File: src/rtl/axil_fifo_client_pkg.sv
// rtl/axil_fifo_client_pkg.sv - state encoding and AXI response codes for axil_fifo_client
package axil_fifo_client_pkg;

  typedef enum logic [2:0] {
    IDLE    = 3'd0,
    REQ     = 3'd1,
    RD_WAIT = 3'd2,
    WR_RESP = 3'd3,
    RD_RESP = 3'd4
  } state_e;

  localparam logic [1:0] RESP_OKAY   = 2'b00;
  localparam logic [1:0] RESP_DECERR = 2'b11;

endpackage

File: src/rtl/bsg_dff_reset_en.sv
// rtl/bsg_dff_reset_en.sv - enabled register with synchronous active-high reset to zero
module bsg_dff_reset_en #(
  parameter int width_p = 1
) (
  input  logic               clk_i,
  input  logic               reset_i,
  input  logic               en_i,
  input  logic [width_p-1:0] data_i,
  output logic [width_p-1:0] data_o
);

  always_ff @(posedge clk_i) begin
    if (reset_i) begin
      data_o <= '0;
    end else if (en_i) begin
      data_o <= data_i;
    end
  end

endmodule

File: src/rtl/axil_fifo_client.sv
// rtl/axil_fifo_client.sv - AXI-Lite slave bridging single-beat reads/writes onto a valid/ready FIFO request port
// Optional decode-error responses are enabled with AXIL_FIFO_CLIENT_DECERR_EN.
module axil_fifo_client
  import axil_fifo_client_pkg::*;
#(
  parameter int                           axil_data_width_p = 32,
  parameter int                           axil_addr_width_p = 32,
  parameter logic [axil_addr_width_p-1:0] addr_limit_p      = '1
) (
  input  logic                           clk_i,
  input  logic                           reset_i,

  input  logic [axil_addr_width_p-1:0]   s_axil_awaddr_i,
  input  logic [2:0]                     s_axil_awprot_i,
  input  logic                           s_axil_awvalid_i,
  output logic                           s_axil_awready_o,

  input  logic [axil_data_width_p-1:0]   s_axil_wdata_i,
  input  logic [axil_data_width_p/8-1:0] s_axil_wstrb_i,
  input  logic                           s_axil_wvalid_i,
  output logic                           s_axil_wready_o,

  output logic [1:0]                     s_axil_bresp_o,
  output logic                           s_axil_bvalid_o,
  input  logic                           s_axil_bready_i,

  input  logic [axil_addr_width_p-1:0]   s_axil_araddr_i,
  input  logic [2:0]                     s_axil_arprot_i,
  input  logic                           s_axil_arvalid_i,
  output logic                           s_axil_arready_o,

  output logic [axil_data_width_p-1:0]   s_axil_rdata_o,
  output logic [1:0]                     s_axil_rresp_o,
  output logic                           s_axil_rvalid_o,
  input  logic                           s_axil_rready_i,

  output logic [axil_data_width_p-1:0]   data_o,
  output logic [axil_addr_width_p-1:0]   addr_o,
  output logic [axil_data_width_p/8-1:0] wmask_o,
  output logic                           w_o,
  output logic                           v_o,
  input  logic                           ready_and_i,

  input  logic [axil_data_width_p-1:0]   data_i,
  input  logic                           v_i,
  output logic                           ready_and_o
);

  localparam int strb_width_lp = axil_data_width_p / 8;
  localparam int req_width_lp  = axil_addr_width_p + axil_data_width_p + strb_width_lp + 1;

  state_e     state_q;
  logic       prefer_read_q;
  logic [1:0] bresp_q;
  logic [1:0] rresp_q;

  logic wr_elig, rd_elig, in_idle;
  logic take_write, take_read, accept;
  logic decerr;
  logic capture;
  logic unused_inputs;

  logic [req_width_lp-1:0]      req_d, req_q;
  logic [axil_data_width_p-1:0] rdata_d, rdata_q;
  logic                         rdata_en;

  assign wr_elig = s_axil_awvalid_i & s_axil_wvalid_i;
  assign rd_elig = s_axil_arvalid_i;
  // Ready pulses are gated by reset so nothing is accepted while reset is held.
  assign in_idle = (state_q == IDLE) & ~reset_i;

  assign take_write = in_idle & wr_elig & (~rd_elig | ~prefer_read_q);
  assign take_read  = in_idle & rd_elig & ~take_write;
  assign accept     = take_write | take_read;

`ifdef AXIL_FIFO_CLIENT_DECERR_EN
  assign decerr = take_write ? (s_axil_awaddr_i > addr_limit_p)
                             : (s_axil_araddr_i > addr_limit_p);
  assign unused_inputs = ^{s_axil_awprot_i, s_axil_arprot_i};
`else
  assign decerr = 1'b0;
  assign unused_inputs = ^{s_axil_awprot_i, s_axil_arprot_i, addr_limit_p};
`endif

  always_ff @(posedge clk_i) begin
    if (reset_i) begin
      state_q       <= IDLE;
      prefer_read_q <= 1'b0;
      bresp_q       <= RESP_OKAY;
      rresp_q       <= RESP_OKAY;
    end else begin
      case (state_q)
        IDLE: begin
          if (take_write) begin
            prefer_read_q <= 1'b1;
            bresp_q       <= decerr ? RESP_DECERR : RESP_OKAY;
            state_q       <= decerr ? WR_RESP : REQ;
          end else if (take_read) begin
            prefer_read_q <= 1'b0;
            rresp_q       <= decerr ? RESP_DECERR : RESP_OKAY;
            state_q       <= decerr ? RD_RESP : REQ;
          end
        end
        REQ: begin
          if (ready_and_i) begin
            state_q <= w_o ? WR_RESP : RD_WAIT;
          end
        end
        RD_WAIT: begin
          if (v_i) begin
            state_q <= RD_RESP;
          end
        end
        WR_RESP: begin
          if (s_axil_bready_i) begin
            state_q <= IDLE;
          end
        end
        RD_RESP: begin
          if (s_axil_rready_i) begin
            state_q <= IDLE;
          end
        end
        default: state_q <= IDLE;
      endcase
    end
  end

  // Reads carry zero data and mask so the consumer sees a clean request.
  assign req_d = take_write
               ? {s_axil_awaddr_i, s_axil_wdata_i, s_axil_wstrb_i, 1'b1}
               : {s_axil_araddr_i, {axil_data_width_p{1'b0}}, {strb_width_lp{1'b0}}, 1'b0};

  bsg_dff_reset_en #(
    .width_p(req_width_lp)
  ) req_reg (
    .clk_i  (clk_i),
    .reset_i(reset_i),
    .en_i   (accept),
    .data_i (req_d),
    .data_o (req_q)
  );

  assign {addr_o, data_o, wmask_o, w_o} = req_q;

  assign capture  = (state_q == RD_WAIT) & v_i;
  assign rdata_en = capture | (take_read & decerr);
  assign rdata_d  = capture ? data_i : '0;

  bsg_dff_reset_en #(
    .width_p(axil_data_width_p)
  ) rdata_reg (
    .clk_i  (clk_i),
    .reset_i(reset_i),
    .en_i   (rdata_en),
    .data_i (rdata_d),
    .data_o (rdata_q)
  );

  assign s_axil_awready_o = take_write;
  assign s_axil_wready_o  = take_write;
  assign s_axil_arready_o = take_read;

  assign s_axil_bvalid_o  = (state_q == WR_RESP);
  assign s_axil_bresp_o   = bresp_q;
  assign s_axil_rvalid_o  = (state_q == RD_RESP);
  assign s_axil_rresp_o   = rresp_q;
  assign s_axil_rdata_o   = rdata_q;

  assign v_o         = (state_q == REQ);
  assign ready_and_o = (state_q == RD_WAIT);

endmodule

File: config.mk
export PLATFORM = sky130hd
export DESIGN_NAME = axil_fifo_client
export DESIGN_NICKNAME = d
export VERILOG_FILES = /design/src/rtl/axil_fifo_client_pkg.sv /design/src/rtl/bsg_dff_reset_en.sv /design/src/rtl/axil_fifo_client.sv
export SDC_FILE = /design/constraint.sdc
export NUM_CORES = 1
export LEC_CHECK = 0
export CAP_MARGIN = 10
export CORE_AREA = 2 2 122 124
export CTS_BUF_LIST = sky130_fd_sc_hd__clkbuf_4 sky130_fd_sc_hd__clkbuf_8
export CTS_CLUSTER_DIAMETER = 120
export DETAILED_ROUTE_END_ITERATION = 10
export DIE_AREA = 0 0 124 126
export PLACE_DENSITY = 0.76
export SETUP_SLACK_MARGIN = 0.4
export SYNTH_ARGS = -nofsm -noshare
export SYNTH_HDL_FRONTEND = slang
export SYNTH_SLANG_ARGS = --single-unit
File: constraint.sdc
create_clock -name clk_i -period 2.8 [get_ports clk_i]
set_input_delay 0.84 -clock clk_i [delete_from_list [all_inputs] [get_ports clk_i]]
set_output_delay 0.84 -clock clk_i [all_outputs]
set_load 0.005 [all_outputs]
* After elaboration in Yosys (flattened, before gate mapping) *
Index checks and enable logic that the tools add are counted.

storage, ports and cells
  register bits after elaboration = 105
  input bits = 147

operators by class
  equality and inequality tests = 9
  mux-type cells = 11
  bitwise logic cells = 13
  reductions and logical operators = 4

operators with widths
  cell                number
  $mux 69             1
  $mux 3              6
  $pmux 3 s5          1
  $and 1x1->1         7
  $eq 3x2->1 const B  2
  $ne 2x1->1 const B  3
  $reduce_and 5->1    1
  $not 1->1           4
  $eq 3x1->1 const B  1
  $eq 3x3->1 const B  1
  $logic_not 3->1     1
  $mux 1              3
  $ne 3x3->1 const B  1
  $ne 2x2->1 const B  1
  $or 1x1->1          2
  $reduce_and 2->1    1
  $reduce_bool 2->1   1

* Logic depth before layout (Yosys ltp) *
  depth after elaboration = 9
  gate-level depth with buffers = 8

* By module *
Synthesis repeated with hierarchy kept, for this count alone.

second synthesis, totals
  cell total of the unflattened synthesis = 485
  area, all modules = 4800.9 um^2

by module, submodules not included
  module                         instances  cells an instance  area an instance (um^2)  seq. area each (um^2)
  bsg_dff_reset_en at req_reg    1          223                2439.8                   1381.3
  axil_fifo_client               1          159                1197.4                   80.1
  bsg_dff_reset_en at rdata_reg  1          103                1163.6                   640.6

* Worst setup path after synthesis *
OpenSTA, ideal clock, no wires.

  path kind = input -> output
  start point = in reset_i
  end point = out s_axil_wready_o
  data arrival time = 1.853 ns
  required time = 1.960 ns
  path slack = 0.107 ns
  cell stages on the path = 6
  path through = clkbuf_1 nor4_4 nand3_2 inv_2 buf_2 buf_4

between the ends
  longest elaborated chain between the ends = 4

ends and longest elaborated chain
  item                      line                    RTL
  start, declared           axil_fifo_client.sv:11  input logic reset_i,
  $not 1->1                 axil_fifo_client.sv:70  assign in_idle = (state_q == IDLE) & ~reset_i;
  $and 1x1->1               axil_fifo_client.sv:70
  $and 1x1->1 (2 in a row)  axil_fifo_client.sv:72  assign take_write = in_idle & wr_elig & (~rd_elig | ~prefer_read_q);
  end, declared             axil_fifo_client.sv:21  output logic s_axil_wready_o,

No other way between the ends.

* Final worst setup path *
  start point = in reset_i
  end point = out s_axil_arready_o

between the ends
  longest elaborated chain between the ends = 6

ends and longest elaborated chain
  item                      line                    RTL
  $not 1->1 *               axil_fifo_client.sv:70
  $and 1x1->1 *             axil_fifo_client.sv:70
  $and 1x1->1 (2 in a row)  axil_fifo_client.sv:72
  $not 1->1                 axil_fifo_client.sv:73  assign take_read = in_idle & rd_elig & ~take_write;
  $and 1x1->1 *             axil_fifo_client.sv:73
  end, declared             axil_fifo_client.sv:30  output logic s_axil_arready_o,

Every way passes the cells marked *; elsewhere a longest branch is shown, timed or not.

==> flow_metrics.tcl <==
set metrics [dict create \
    firstDrtPassIters 4 \
    rsz0062_at_grt "true" \
    status "finished clean" \
    async_flop_share 0 \
    syn_inst 485 \
    track_usage 0.170 \
    hold_path_class "reg2reg" \
    worst_slew_pin_slew_ns 0.736 \
    fillers 1385 \
    diodes 0 \
    coreArea_um2 14300 \
    synth.area.mux_share 0.00237 \
    hpwl_um 9210 \
    initial_utilization 0.295 \
    synth_top_family_by_area "compound AO/OA/AOI/OAI gates" \
    setup_violations 0 \
    clockBufferDepth 2 \
    drtIter0Drc 150 \
    grt_max_degree 69 \
    die_w_um 124 \
    ys_seq_elements 105 \
    clk_root_buffer_cell "clkbuf_8" \
    slew_violations 0 \
    ant_nets 0 \
    floorplan.die_area_um2 15600 \
    synth_compound_area_frac 0.230 \
    ios 259 \
    leakagePower_nw 2.53 \
    drc 0 \
    worstPathRequired_ns 1.96 \
    gp_congestion 0.756 \
    final_area_um2 7100 \
    fin_nets 866 \
    cts_tree "done" \
    synth.distinct_cells 27 \
    ys_seq_area_frac 0.498 \
    slew_headroom 0.509 \
    cts_buffers 9 \
    multi_input_area_um2 1900 \
    antenna_found_initial 0 \
    drt_wl_total_um 13300 \
    critPathLaunchType "primary input" \
    die_h_um 126 \
    synth_adder_area_share 0 \
    critPathKind "in2out" \
    synthSimpleGateAreaFrac 0.206 \
    wl_per_cell_um 14.7 \
    max_cap_viol_count 0 \
    ys_warn_count 0 \
    placed_area_um2 6850 \
    cp_max_fo 2 \
    hold_viol 0 \
    setup_tns_ns 0 \
    layout-drive-gt1-share 0.113 \
    clock-sinks 105 \
    powerDensity_nw_per_um2 565 \
    cts-hold-fix-buffers 0 \
    vias_per_cell 4.63 \
    crit_path_end_kind "primary output" \
    grt_overflow_total 0 \
    vias 4196 \
    port-buffer-count 248 \
    netlist_area_um2 4220 \
    dp_slack_ns -0.389 \
    final_util 0.496 \
    finalPower_mw 4.01 \
    synthFlopType "dfxtp_1" \
    ir_drop_v 0.000232 \
    fin_cells 907 \
    grt_pass1_vias 4092 \
    rows 44 \
    clock_latency_ns 0.37 \
    area_delta_synth_final_pct 68.2 \
    fin_ws_ns 0.408 \
    synth_area_per_cell_um2 8.70 \
    fin_crit_sh 0.854 \
    dp_cells 889 \
    clkSlewWorstSetupHoldPaths_ns 0.09 \
    critPathArrivalTime_ns 1.55 \
    worst_clock_skew_ns 0.00746 \
    synth-edff-count 0 \
    regArea_um2 2110 \
    fmax_mhz 418 \
    synth-xor-area-share 0 \
    finalHoldWorstSlack_ns 0.458 \
    fin_crit_ns 2.39 \
    grt_pass1_wl_um 20800 \
    cts_max_level 3 \
]
-- metal layers --
metal  track usage  up-vias  share of wire
met5             0        -              0
met1         0.198     1927           0.41
met3        0.0534       18          0.087
met2         0.286      147           0.48
met4        0.0687        0          0.022
li1              -     2104              -
-- cells by family after synthesis --
group,after synthesis
AND/OR/NAND/NOR,219
other,1
flip-flops,105
buffers and inverters,49
multiplexers,1
AO/OA/AOI/OAI,110
-- worst max-delay path, stage by stage --
cell and delay (ns):
buf_8 0.10, nor4_4 0.19, nand2_1 0.14, a21oi_4 0.16
buf_6 0.12
-- cell type report --
type	instances	area share
clock inverter	5	0.00793
tap	184	0.0324
clock buffer	10	0.0185
sequential	105	0.297
inverter	2	0.00141
multi-input combinational	334	0.268
timing repair buffer	267	0.375
-- what timing repair did --
item | 4_1_cts | 5_1_grt
setup endpoints to repair | 39 | 5
hold endpoints to repair | 0 | 0
pin swaps | 3 | 3
gates resized for setup | 30 | 5
buffers inserted | 2 | 1
-- power breakdown --
part           internal (mW)  leakage, nW  switching [mW]  total, mW
clock                  0.420       0.0959           0.536      0.956
sequential              1.66        0.856          0.0865       1.74
combinational          0.731         1.58           0.578       1.31
-- synth_stat cells (2+ instances only) --
cell type    n  share of area
nand2_1    136           0.12
dfxtp_1    105           0.50
nor2_1      72          0.064
a21oi_1     37          0.044
a22oi_1     36          0.064
a311oi_2    32           0.11
clkbuf_1    21          0.019
buf_2       11          0.013
buf_4       11          0.020
buf_6        3         0.0080
a211oi_1     2         0.0036
and2_1       2         0.0030
nor3_1       2         0.0024
nor3b_1      2         0.0036
-- flip-flops by register name (all words and copies together), names as in the netlist --
register / cells
state_q: 3
req_reg.data_o: 69
rdata_reg.data_o: 32
prefer_read_q: 1
-- worst paths after layout --
check / slack, ns / to / startpoint / depth (start not counted)
setup / recovery: 0.41 / s_axil_arready_o / reset_i / 5
hold / removal: 0.46 / rdata_reg.data_o[3] / rdata_reg.data_o[3] / 2
setup reg to reg: 0.65 / req_reg.data_o[66] / state_q[2] / 7
hold reg to reg: 0.46 / rdata_reg.data_o[3] / rdata_reg.data_o[3] / 2
-- layout by cell type (no fill, tap or decap), types with 4 or more instances in the layout --
cell type,instances
clkdlybuf4s50_1,237
dlygate4sd2_1,7
buf_4,16
clkbuf_8,9
a311oi_2,32
conb_1,4
dfxtp_1,102
a22oi_1,36
a21oi_1,36
nand2_1,135
nor2_1,72
No activity file was read; power rests on OpenSTA's default activity.
